$ cat src/rtl/interdevice_uart_tx.sv
// Interdevice UART transmitter: serialises one payload per valid/ready handshake
// as start, LSB-first data, optional parity and stop bit(s), paced by the
// one-cycle bit-period tick from the baud generator.
module interdevice_uart_tx #(
    parameter int unsigned DATA_BITS  = 8,
    parameter int unsigned PARITY_EN  = 0,
    parameter int unsigned PARITY_ODD = 0,
    parameter int unsigned STOP_BITS  = 1
) (
    input  logic                 clk,
    input  logic                 rst_n,
    input  logic                 uart_clk_in,
    input  logic [DATA_BITS-1:0] tx_data,
    input  logic                 tx_valid,
    output logic                 tx_ready,
    output logic                 uart_tx,
    output logic                 busy
);

    localparam int unsigned BIT_CNT_W = $clog2(DATA_BITS);
    localparam logic [BIT_CNT_W-1:0] LAST_BIT  = BIT_CNT_W'(DATA_BITS - 1);
    localparam logic                 LAST_STOP = 1'(STOP_BITS - 1);

    typedef enum logic [2:0] {
        IDLE,
        ARMED,
        START,
        DATA,
        PARITY,
        STOP
    } state_t;

    state_t                 state;
    logic [DATA_BITS-1:0]   shift_q;
    logic                   parity_q;
    logic [BIT_CNT_W-1:0]   bit_cnt;
    logic                   stop_cnt;

    // Handshake and activity flags decode straight from the state register.
    assign tx_ready = (state == IDLE);
    assign busy     = (state != IDLE);

    // Frame FSM; every line change after acceptance waits for a bit tick.
    always_ff @(posedge clk) begin
        if (!rst_n) begin
            state    <= IDLE;
            uart_tx  <= 1'b1;
            shift_q  <= '0;
            parity_q <= 1'b0;
            bit_cnt  <= '0;
            stop_cnt <= 1'b0;
        end else begin
            case (state)
                IDLE: begin
                    // A tick coinciding with the accept is deliberately not used.
                    if (tx_valid) begin
                        shift_q  <= tx_data;
                        parity_q <= (^tx_data) ^ (PARITY_ODD != 0);
                        state    <= ARMED;
                    end
                end
                ARMED: begin
                    if (uart_clk_in) begin
                        uart_tx <= 1'b0;
                        state   <= START;
                    end
                end
                START: begin
                    if (uart_clk_in) begin
                        uart_tx <= shift_q[0];
                        shift_q <= {1'b0, shift_q[DATA_BITS-1:1]};
                        bit_cnt <= '0;
                        state   <= DATA;
                    end
                end
                DATA: begin
                    if (uart_clk_in) begin
                        if (bit_cnt == LAST_BIT) begin
                            if (PARITY_EN != 0) begin
                                uart_tx <= parity_q;
                                state   <= PARITY;
                            end else begin
                                uart_tx  <= 1'b1;
                                stop_cnt <= 1'b0;
                                state    <= STOP;
                            end
                        end else begin
                            uart_tx <= shift_q[0];
                            shift_q <= {1'b0, shift_q[DATA_BITS-1:1]};
                            bit_cnt <= bit_cnt + BIT_CNT_W'(1);
                        end
                    end
                end
                PARITY: begin
                    if (uart_clk_in) begin
                        uart_tx  <= 1'b1;
                        stop_cnt <= 1'b0;
                        state    <= STOP;
                    end
                end
                STOP: begin
                    if (uart_clk_in) begin
                        if (stop_cnt == LAST_STOP) begin
                            state <= IDLE;
                        end else begin
                            stop_cnt <= stop_cnt + 1'b1;
                        end
                    end
                end
                default: begin
                    uart_tx <= 1'b1;
                    state   <= IDLE;
                end
            endcase
        end
    end

endmodule

$ cat config.mk
export PLATFORM = sky130hd
export DESIGN_NAME = interdevice_uart_tx
export DESIGN_NICKNAME = d
export VERILOG_FILES = /design/src/rtl/interdevice_uart_tx.sv
export SDC_FILE = /design/constraint.sdc
export NUM_CORES = 1
export LEC_CHECK = 0
export BUFFER_PORTS_ARGS = -buffer_cell sky130_fd_sc_hd__buf_2
export CORE_MARGIN = 2
export CORE_UTILIZATION = 53
export CTS_CLUSTER_DIAMETER = 30
export DETAILED_ROUTE_END_ITERATION = 10
export PLACE_DENSITY_LB_ADDON = 0.15
export SYNTH_ARGS = -nofsm -noshare
export SYNTH_HDL_FRONTEND = slang
export SYNTH_SLANG_ARGS = --single-unit
$ cat constraint.sdc
create_clock -name clk -period 2.2 [get_ports clk]
set_input_delay 0.33 -clock clk [delete_from_list [all_inputs] [get_ports clk]]
set_output_delay 0.33 -clock clk [all_outputs]
set_load 0.02 [all_outputs]
==> results of run 1 <==
[worst max-delay path, stage by stage (launching register included)]
cell and delay [ns]:
dfxtp_1 0.35, ha_1 0.21, ha_1 0.28, nand2_1 0.11, or2b_1 0.22, a2111oi_0 0.42, a21oi_1 0.11
[synthesized netlist by cell type]
| library cell | count |
|---|---|
| a21oi_1 | 11 |
| clkbuf_1 | 1 |
| nor2b_1 | 1 |
| nor3_1 | 1 |
| or2b_1 | 1 |
| inv_1 | 2 |
| dfxtp_1 | 15 |
| nand3_1 | 3 |
| and4_1 | 1 |
| a32o_2 | 1 |
| o211ai_1 | 1 |
| nor4_1 | 1 |
| nand4_1 | 2 |
| ha_1 | 2 |
| and2_4 | 1 |
| buf_2 | 3 |
| a22oi_1 | 2 |
| nor2_1 | 2 |
| o21ai_1 | 1 |
| and2_1 | 1 |
| buf_6 | 1 |
| o21ai_0 | 5 |
| mux2i_1 | 7 |
| o31ai_1 | 1 |
| clkinv_1 | 1 |
| buf_4 | 4 |
| and4b_1 | 1 |
| a2111oi_0 | 1 |
| a211oi_2 | 7 |
| nand2_1 | 7 |
| nand3b_1 | 2 |
| xor2_1 | 1 |
| o311a_1 | 1 |
| and2b_1 | 1 |
[cell families (layout without fill, tap and decap cells)]
| logic type | after synthesis | after routing | share of synthesized area, % |
|---|---|---|---|
| flops | 15 | 15 | 35.3 |
| compound gates | 31 | 31 | 27.4 |
| simple gates | 25 | 25 | 16.8 |
| fa+ha+maj | 2 | 2 | 2.94 |
| xor+xnor | 1 | 1 | 1.03 |
| buf+inv | 12 | 23 | 8.38 |
| mux | 7 | 7 | 8.24 |
[sequential cells by signal, summed over array words and instances (netlist names)]
| register | count |
|---|---|
| shift_q | 8 |
| bit_cnt | 3 |
| state | 3 |
| uart_tx | 1 |
[power breakdown]
part           switching, W  internal (W)
combinational     0.0000732     0.0000608
clock             0.0000892     0.0000705
sequential        0.0000193      0.000294
[area by class of cell]
| type | instances | area [sq um] | share of cell area [%] |
|---|---|---|---|
| clock buffers | 4 | 26.3 | 2.85 |
| inverters | 3 | 11.3 | 1.22 |
| multi-input cells | 66 | 479 | 52.0 |
| flip-flops and latches | 15 | 300 | 32.6 |
| well taps | 16 | 20.0 | 2.17 |
| repair buffers | 16 | 85.1 | 9.23 |
[worst min path at each step]
stage | startpoint | end | slack (ns) | cells past startpoint
after global placement | shift_q[7] | shift_q[7] | 0.44 | 2
after global routing | tx_data[7] | shift_q[7] | 0.32 | 3
final | tx_data[7] | shift_q[7] | 0.29 | 3
after detailed placement | shift_q[7] | shift_q[7] | 0.44 | 2
after CTS | tx_data[7] | shift_q[7] | 0.29 | 3
after floorplan | shift_q[7] | shift_q[7] | 0.43 | 2
[metrics by stage]
step | instance area, sq um | total power [W] | hold WS [ns] | utilization (%)
finish | 922 | 0.000607 | 0.291 | 61.2
global route | 922 | 0.000636 | 0.316 | 61.2
CTS | 922 | 0.000613 | 0.292 | 61.2
detailed placement | 896 | 0.000454 | 0.440 | 59.5
global placement | 896 | 0.000453 | 0.440 | 59.5
floorplan | 851 | 0.000428 | 0.428 | -
[layer usage]
layer | part of all wire, % | up-vias | global-route usage (%)
li1 | - | 371 | -
met1 | 50 | 335 | 26.7
met2 | 43 | 21 | 25.0
met3 | 5.8 | 5 | 2.45
met4 | 1.8 | 0 | 9.09
met5 | 0 | - | 0
==> flow_summary.toml, run 1 <==
[sta]
hold_violations = 0
finalWorstSetupSlack_ns = 0.382
post-route-period-util_pct = 82.6
fin_crit_ns = 1.82
drv_slew = 0
setup_viol = 0
tns_ns = 0
rsz0062_at_grt = "no"
fin_skew_ns = 0.00530
worst_slew_pin_slew_ns = 0.392
clock.fmax_ghz = 0.550
slew_headroom_pct = 73.2

[placement]
dp_cells = 116
io_buffers = 14
gp_congestion = 0.778
place.detailed.hpwl_mm = 1.17
place_ws_ns = 0.411

[critical_path]
critPathLaunch = "bit_cnt[0]"
cp.required_ns = 2.37
endpoint = "uart_tx"
cp_data_arrival_time_ns = 1.98
r2r_end = "uart_tx"
worst-r2r-setup-slack_ns = 0.38
rr_worst_depth = 6
r2r-start = "bit_cnt[0]"
critPathCaptureType = "flip-flop"
path_max_fanout = 9
crit_path_start_kind = "flip-flop"
path_class = "flip-flop to flip-flop"

[global_routing]
grt_max_degree = 12
track_usage_pct = 17.9
grt_pass1_wl_mm = 2.59
globalRouteOverflowTotal = 0
antenna_found_initial = 0
grt_pass1_vias = 594

[power_and_ir_drop]
power.leakage_nw = 0.368
powerDensity_mw_per_mm2 = 658
peakVddDrop_mv = 0.439

[run_status]
status = "completed"

[cts]
cts_buffer_depth = 2
cts_tree = "built"
cts-root-buf = "clkbuf_4"
clk_latency_ns = 0.29
htreeDepth = 1
cts_hold_buffers = 0
cts_buffers = 3
clkTransAtPathRegs_ns = 0.09
cts_resized = 0
post-cts-setup-buffer-count = 0
cts.sinks = 15

[routing]
wl_mm = 1.60
wl_per_cell_microns = 13.3
vias = 732
postRouteAntennaNets = 0
drc = 0
via_per_inst = 6.10
drt_pre_antenna_iters = 4
drt-initial-drc-count = 8

[final_layout]
n_fill_cell = 147
drive_gt1_share_pct = 26.9
final_common_cell = "dfxtp_1"
area_growth_pct = 8.38
antenna_cells = 0
final_cell_mix = "dfxtp_1 (15), buf_2 (14), a21oi_1 (11)"
finalNonFillerCells = 120
nNetsFinal = 119

[logic_synthesis]
synth_cells = 93
yosys-top-cells-area = "dfxtp_1 (35%), a211oi_2 (10%), mux2i_1 (8.2%)"
syn_nets = 107
seq_area_frac_synth_pct = 35.3
yosysUniqueCellTypes = 34
yosys.area.top_type = "dfxtp_1"
syn_area_sq_um = 851
synth-seq-cells = 15
synth_area_per_cell_sq_um = 9.15
ys_warn_count = 0
synth_top_area_share_pct = 35.3

[die]
rows = 14
io_pins = 15
core-area_sq_mm = 0.00151
die_h_microns = 44.1
dieArea_sq_mm = 0.00194
initial_core_util_pct = 56.5
die_w_microns = 44.1

[worst_hold_path]
min_path_type = "input port to flip-flop"

[run]
cap_violations = 0
(Power assumes the default switching activity.)
==> inputs of run 2 (changes only) <==
Settings changed: ABC_AREA set to 1, CORE_UTILIZATION 53 to 48.
Clock period 2.2 ns to 1.55 ns, I/O delays scaled along.
==> flow_summary.toml, run 2 <==
[sta]
fin_crit_ns = 1.43
setup_viol = 0
hold_violations = 0
clock.fmax_ghz = 0.699
post-route-period-util_pct = 92.3
drv_slew = 0
worst_slew_pin_slew_ns = 0.269
rsz0062_at_grt = "yes"
fin_skew_ns = 0.000562
slew_headroom_pct = 82.1
finalWorstSetupSlack_ns = 0.120

[worst_hold_path]
min_path_type = "input port to flip-flop"
min_path_cells = 3
hold_end = "state[1]"
worstHoldStart = "rst_n"

[logic_synthesis]
async_reset_ff_share_pct = 0
synth-edff-count = 0
synth-seq-cells = 15
synth_area_per_cell_sq_um = 6.38
syn_area_sq_um = 868
syn_nets = 150
ys.flop_type = "dfxtp_1"
yosys.area.top_type = "dfxtp_1"
synth_commonest_cells = "nand2_1 (39), nor2_1 (23), inv_1 (19)"
yosys-top-cells-area = "dfxtp_1 (35%), nand2_1 (17%), nor2_1 (9.9%)"
synth_top_area_share_pct = 34.6
yosys.cell_count.top_type = "nand2_1"
synth_cells = 136
yosysUniqueCellTypes = 18
ys_warn_count = 0
seq_area_frac_synth_pct = 34.6

[final_layout]
finalNonFillerCells = 176
final_cell_mix = "nand2_1 (39), nor2_1 (23), inv_1 (19)"
nNetsFinal = 166
largest_reg_flops = 8
antenna_cells = 0
largestRegisters = "shift_q: 8 flops, bit_cnt: 3 flops, state: 3 flops"
area_growth_pct = 12.0
n_fill_cell = 189
drive_gt1_share_pct = 17.9
multiInputGateArea_sq_um = 468
fin_area_sq_um = 972
regArea_sq_um = 300
final_common_cell = "nand2_1"
largest-register = "shift_q"

[die]
initial_core_util_pct = 50.8
dieArea_sq_mm = 0.00217
rows = 15
die_w_microns = 46.5
io_pins = 15
core-area_sq_mm = 0.00171
die_h_microns = 46.5

[placement]
dp_cells = 172
placed_cell_area_sq_um = 945
gp_congestion = 0.876
io_buffers = 14
place_ws_ns = 0.202
place.detailed.hpwl_mm = 1.21

[power_and_ir_drop]
peakVddDrop_mv = 0.747
powerDensity_mw_per_mm2 = 1740
power.leakage_nw = 0.525

[critical_path]
cp.required_ns = 1.32
critPathCaptureType = "output port"
crit_path_start_kind = "flip-flop"
cp_data_arrival_time_ns = 1.20
critical_path.top_delay_family = "flip-flops"
path_buf_inv = 2
cp_num_cells = 4
worst-r2r-setup-slack_ns = 0.18
path_cells = "nor2_2 -> nand2_2 -> inv_1 -> buf_2"
rr_worst_depth = 6
path_max_fanout = 5
r2r-start = "bit_cnt[0]"
critPathLaunch = "state[1]"
worst_path_max_delay_cell = "dfxtp_1"
slowest_delay_ns = 0.39
r2r_end = "shift_q[7]"
path_class = "flip-flop to output port"

[run]
cap_violations = 0

[cts]
cts_buffers = 3
clk_latency_ns = 0.28
clkTransAtPathRegs_ns = 0.09
htreeDepth = 1
cts_tree = "built"
cts_hold_buffers = 0
cts.sinks = 15
post-cts-setup-buffer-count = 0
cts-root-buf = "clkbuf_4"
cts_resized = 0
cts_buffer_depth = 2

[global_routing]
grt_pass1_vias = 653
grt_max_degree = 19
grt_pass1_wl_mm = 2.59
track_usage_pct = 17.0
globalRouteOverflowTotal = 0
antenna_found_initial = 0

[routing]
via_per_inst = 4.49
wl_per_cell_microns = 9.00
drt-initial-drc-count = 14
vias = 791
drc = 0
wl_mm = 1.58
drt_pre_antenna_iters = 4
postRouteAntennaNets = 0

[run_status]
status = "completed"
-- run 2: cell types whose count changed in the layout (fill, tap and decap cells not counted), sizes merged, moves of 7 or more --
cell and delta:
nand2 +36, nor2 +23, mux2i -7, a211oi -7, inv +18
-- run 2: worst min-delay path, delay by kind of cell --
kind                   cells  cell delay [ns]
AND/OR/NAND/NOR            2             0.12
buffers and inverters      1             0.18
-- run 2: kinds of logic after synthesis --
group / count (synthesis) / share of synthesized area, %
buffers and inverters: 23 / 11.5
AND/OR/NAND/NOR: 78 / 39.2
flip-flops: 15 / 34.6
adder cells (fa/ha/maj): 2 / 2.88
AO/OA/AOI/OAI: 18 / 11.8
-- run 2: worst max-delay path by stage --
stage | end | slack [ns]
after floorplan | shift_q[1] | 0.29
after global placement | shift_q[7] | 0.21
after detailed placement | shift_q[7] | 0.20
after CTS | tx_ready | 0.11
after global routing | tx_ready | -0.0005
final | tx_ready | 0.12
-- run 2: layout make-up --
class	instances	area share, %
Multi-Input combinational cell	98	48.1
Sequential cell	15	30.9
Inverter	20	7.72
Timing Repair Buffer	14	7.21
Tap cell	25	3.22
Clock buffer	3	2.32
Clock inverter	1	0.515
-- run 2: stage by stage --
stage / utilization [%] / hold slack, ns / power (W) / TNS (ns)
6_report: 56.9 / 0.282 / 0.00169 / 0
3_3_place_gp: 55.3 / 0.440 / 0.00147 / 0
5_1_grt: 56.9 / 0.279 / 0.00189 / -0.000480
3_5_place_dp: 55.3 / 0.463 / 0.00148 / 0
2_1_floorplan: - / 0.405 / 0.00137 / 0
4_1_cts: 56.9 / 0.268 / 0.00171 / 0
-- run 2: report_power, final --
group,switching (W),internal (W)
Combinational,0.000587,0.000303
Sequential,0.0000772,0.000505
Clock,0.000123,0.0000956
-- run 2: layer usage --
metal	GRT usage, %	vias to the layer above	wire length, microns
li1	-	450	-
met1	23.7	327	830
met2	23.9	12	672
met3	2.35	2	59
met4	11.4	0	22
met5	0	-	0
==> inputs of run 3 (changes only) <==
Settings changed: MAX_ROUTING_LAYER set to met4, PLACE_DENSITY set to 0.81, PLACE_DENSITY_LB_ADDON 0.15 to not set.
==> flow_summary.toml, run 3 (synthesized netlist as in run 2, its figures left out) <==
[placement]
gp_congestion = 0.828
io_buffers = 14
placed_cell_area_sq_um = 945
place_ws_ns = 0.166
place.detailed.hpwl_mm = 1.29

[power_and_ir_drop]
power.leakage_nw = 0.525
cellInternalPower_w = 0.000904
powerDensity_mw_per_mm2 = 1760
p_sw_w = 0.000812
power_frac_clock_pct = 13.5
power.share.combinational_pct = 52.2
peakVddDrop_mv = 0.745
pwr-share-seq_pct = 34.2
swShare_pct = 47.3
power_w = 0.00172

[routing]
wl_mm = 1.67
drt_pre_antenna_iters = 4
drc = 0
postRouteAntennaNets = 0
via_per_inst = 4.70
wl_per_cell_microns = 9.48
vias = 828
drt-initial-drc-count = 14

[die]
io_pins = 15
die_h_microns = 46.5
dieArea_sq_mm = 0.00217
initial_core_util_pct = 50.8
die_w_microns = 46.5
rows = 15
core-area_sq_mm = 0.00171

[sta]
post-route-period-util_pct = 91.4
fin_skew_ns = 0.00195
slew_headroom_pct = 83.1
hold_violations = 0
tns_ns = 0
setup_viol = 0
worst_slew_pin_slew_ns = 0.253
finalWorstSetupSlack_ns = 0.133
fin_crit_ns = 1.42
clock.fmax_ghz = 0.706
rsz0062_at_grt = "no"
drv_slew = 0

[critical_path]
crit_path_start_kind = "flip-flop"
path_max_fanout = 5
cp_data_arrival_time_ns = 1.18
worst-r2r-setup-slack_ns = 0.14
path_class = "flip-flop to output port"
r2r_end = "state[2]"
rr_worst_depth = 10
cp.required_ns = 1.32
critPathLaunch = "state[1]"
r2r-start = "bit_cnt[0]"
critPathCaptureType = "output port"

[final_layout]
area_growth_pct = 12.0
drive_gt1_share_pct = 17.9
antenna_cells = 0
largest_reg_flops = 8
fin_area_sq_um = 972
final_common_cell = "nand2_1"
largestRegisters = "shift_q: 8 flops, bit_cnt: 3 flops, state: 3 flops"
final_cell_mix = "nand2_1 (39), nor2_1 (23), inv_1 (19)"
nNetsFinal = 166
largest-register = "shift_q"

[worst_hold_path]
min_path_cells = 3
min_path_type = "input port to flip-flop"
worstHoldStart = "rst_n"
hold_end = "state[0]"

[global_routing]
track_usage_pct = 17.9
grt_pass1_wl_mm = 2.73
grt_max_degree = 19
grt_pass1_vias = 716
globalRouteOverflowTotal = 0
antenna_found_initial = 0

[cts]
cts_resized = 0
htreeDepth = 1
cts_buffers = 3
cts_hold_buffers = 0
clk_latency_ns = 0.28
cts_tree = "built"
cts-root-buf = "clkbuf_4"
cts_buffer_depth = 2
post-cts-setup-buffer-count = 0
cts.sinks = 15
clkTransAtPathRegs_ns = 0.10

[run]
cap_violations = 0

[run_status]
status = "completed"
## run 3: cell counts in the layout (fill, tap and decap cells not counted)
Identical to the previous run, type by type.
## run 3: how the worst max path moves through the flow
stage / to / slack, ns / depth (start not counted)
2_1_floorplan: shift_q[1] / 0.29 / 7
3_3_place_gp: state[2] / 0.21 / 10
3_5_place_dp: state[2] / 0.17 / 10
4_1_cts: tx_ready / 0.12 / 4
5_1_grt: state[0] / 0.005 / 10
6_report: tx_ready / 0.13 / 4
## run 3: cell type report
cell class	count	area, sq um
inverters	20	75.1
flip-flops and latches	15	300
well taps	25	31.3
clock buffers	3	22.5
clock inverters	1	5.00
fillers	170	736
repair buffers	14	70.1
multi-input cells	98	468
## run 3: stage by stage
stage / instances / util [%] / hold slack (ns)
after floorplan: 136 / - / 0.405
after global placement: 172 / 55.3 / 0.450
after detailed placement: 172 / 55.3 / 0.451
after CTS: 176 / 56.9 / 0.270
after global routing: 176 / 56.9 / 0.280
final: 176 / 56.9 / 0.274
## run 3: power by group through the flow
stage                     Clock, W  Sequential [W]  Combinational [W]
final                     0.000232        0.000587           0.000896
after global routing      0.000250        0.000599            0.00105
after CTS                 0.000237        0.000587           0.000903
after detailed placement         0        0.000596           0.000898
after global placement           0        0.000588           0.000877
after floorplan                  0        0.000592           0.000773
## run 3: per-layer routing
metal	up-vias	part of all wire, %	track usage (%)
met2	14	45	28.3
met4	0	0.90	6.86
met3	2	4.3	2.35
li1	453	-	-
met5	-	0	-
met1	359	50	23.1
## run 3: critical path, stage by stage (launching register included)
cell and delay [ns]:
dfxtp_1 0.39, nor2_2 0.18, nand2_2 0.12, inv_1 0.06, buf_2 0.15
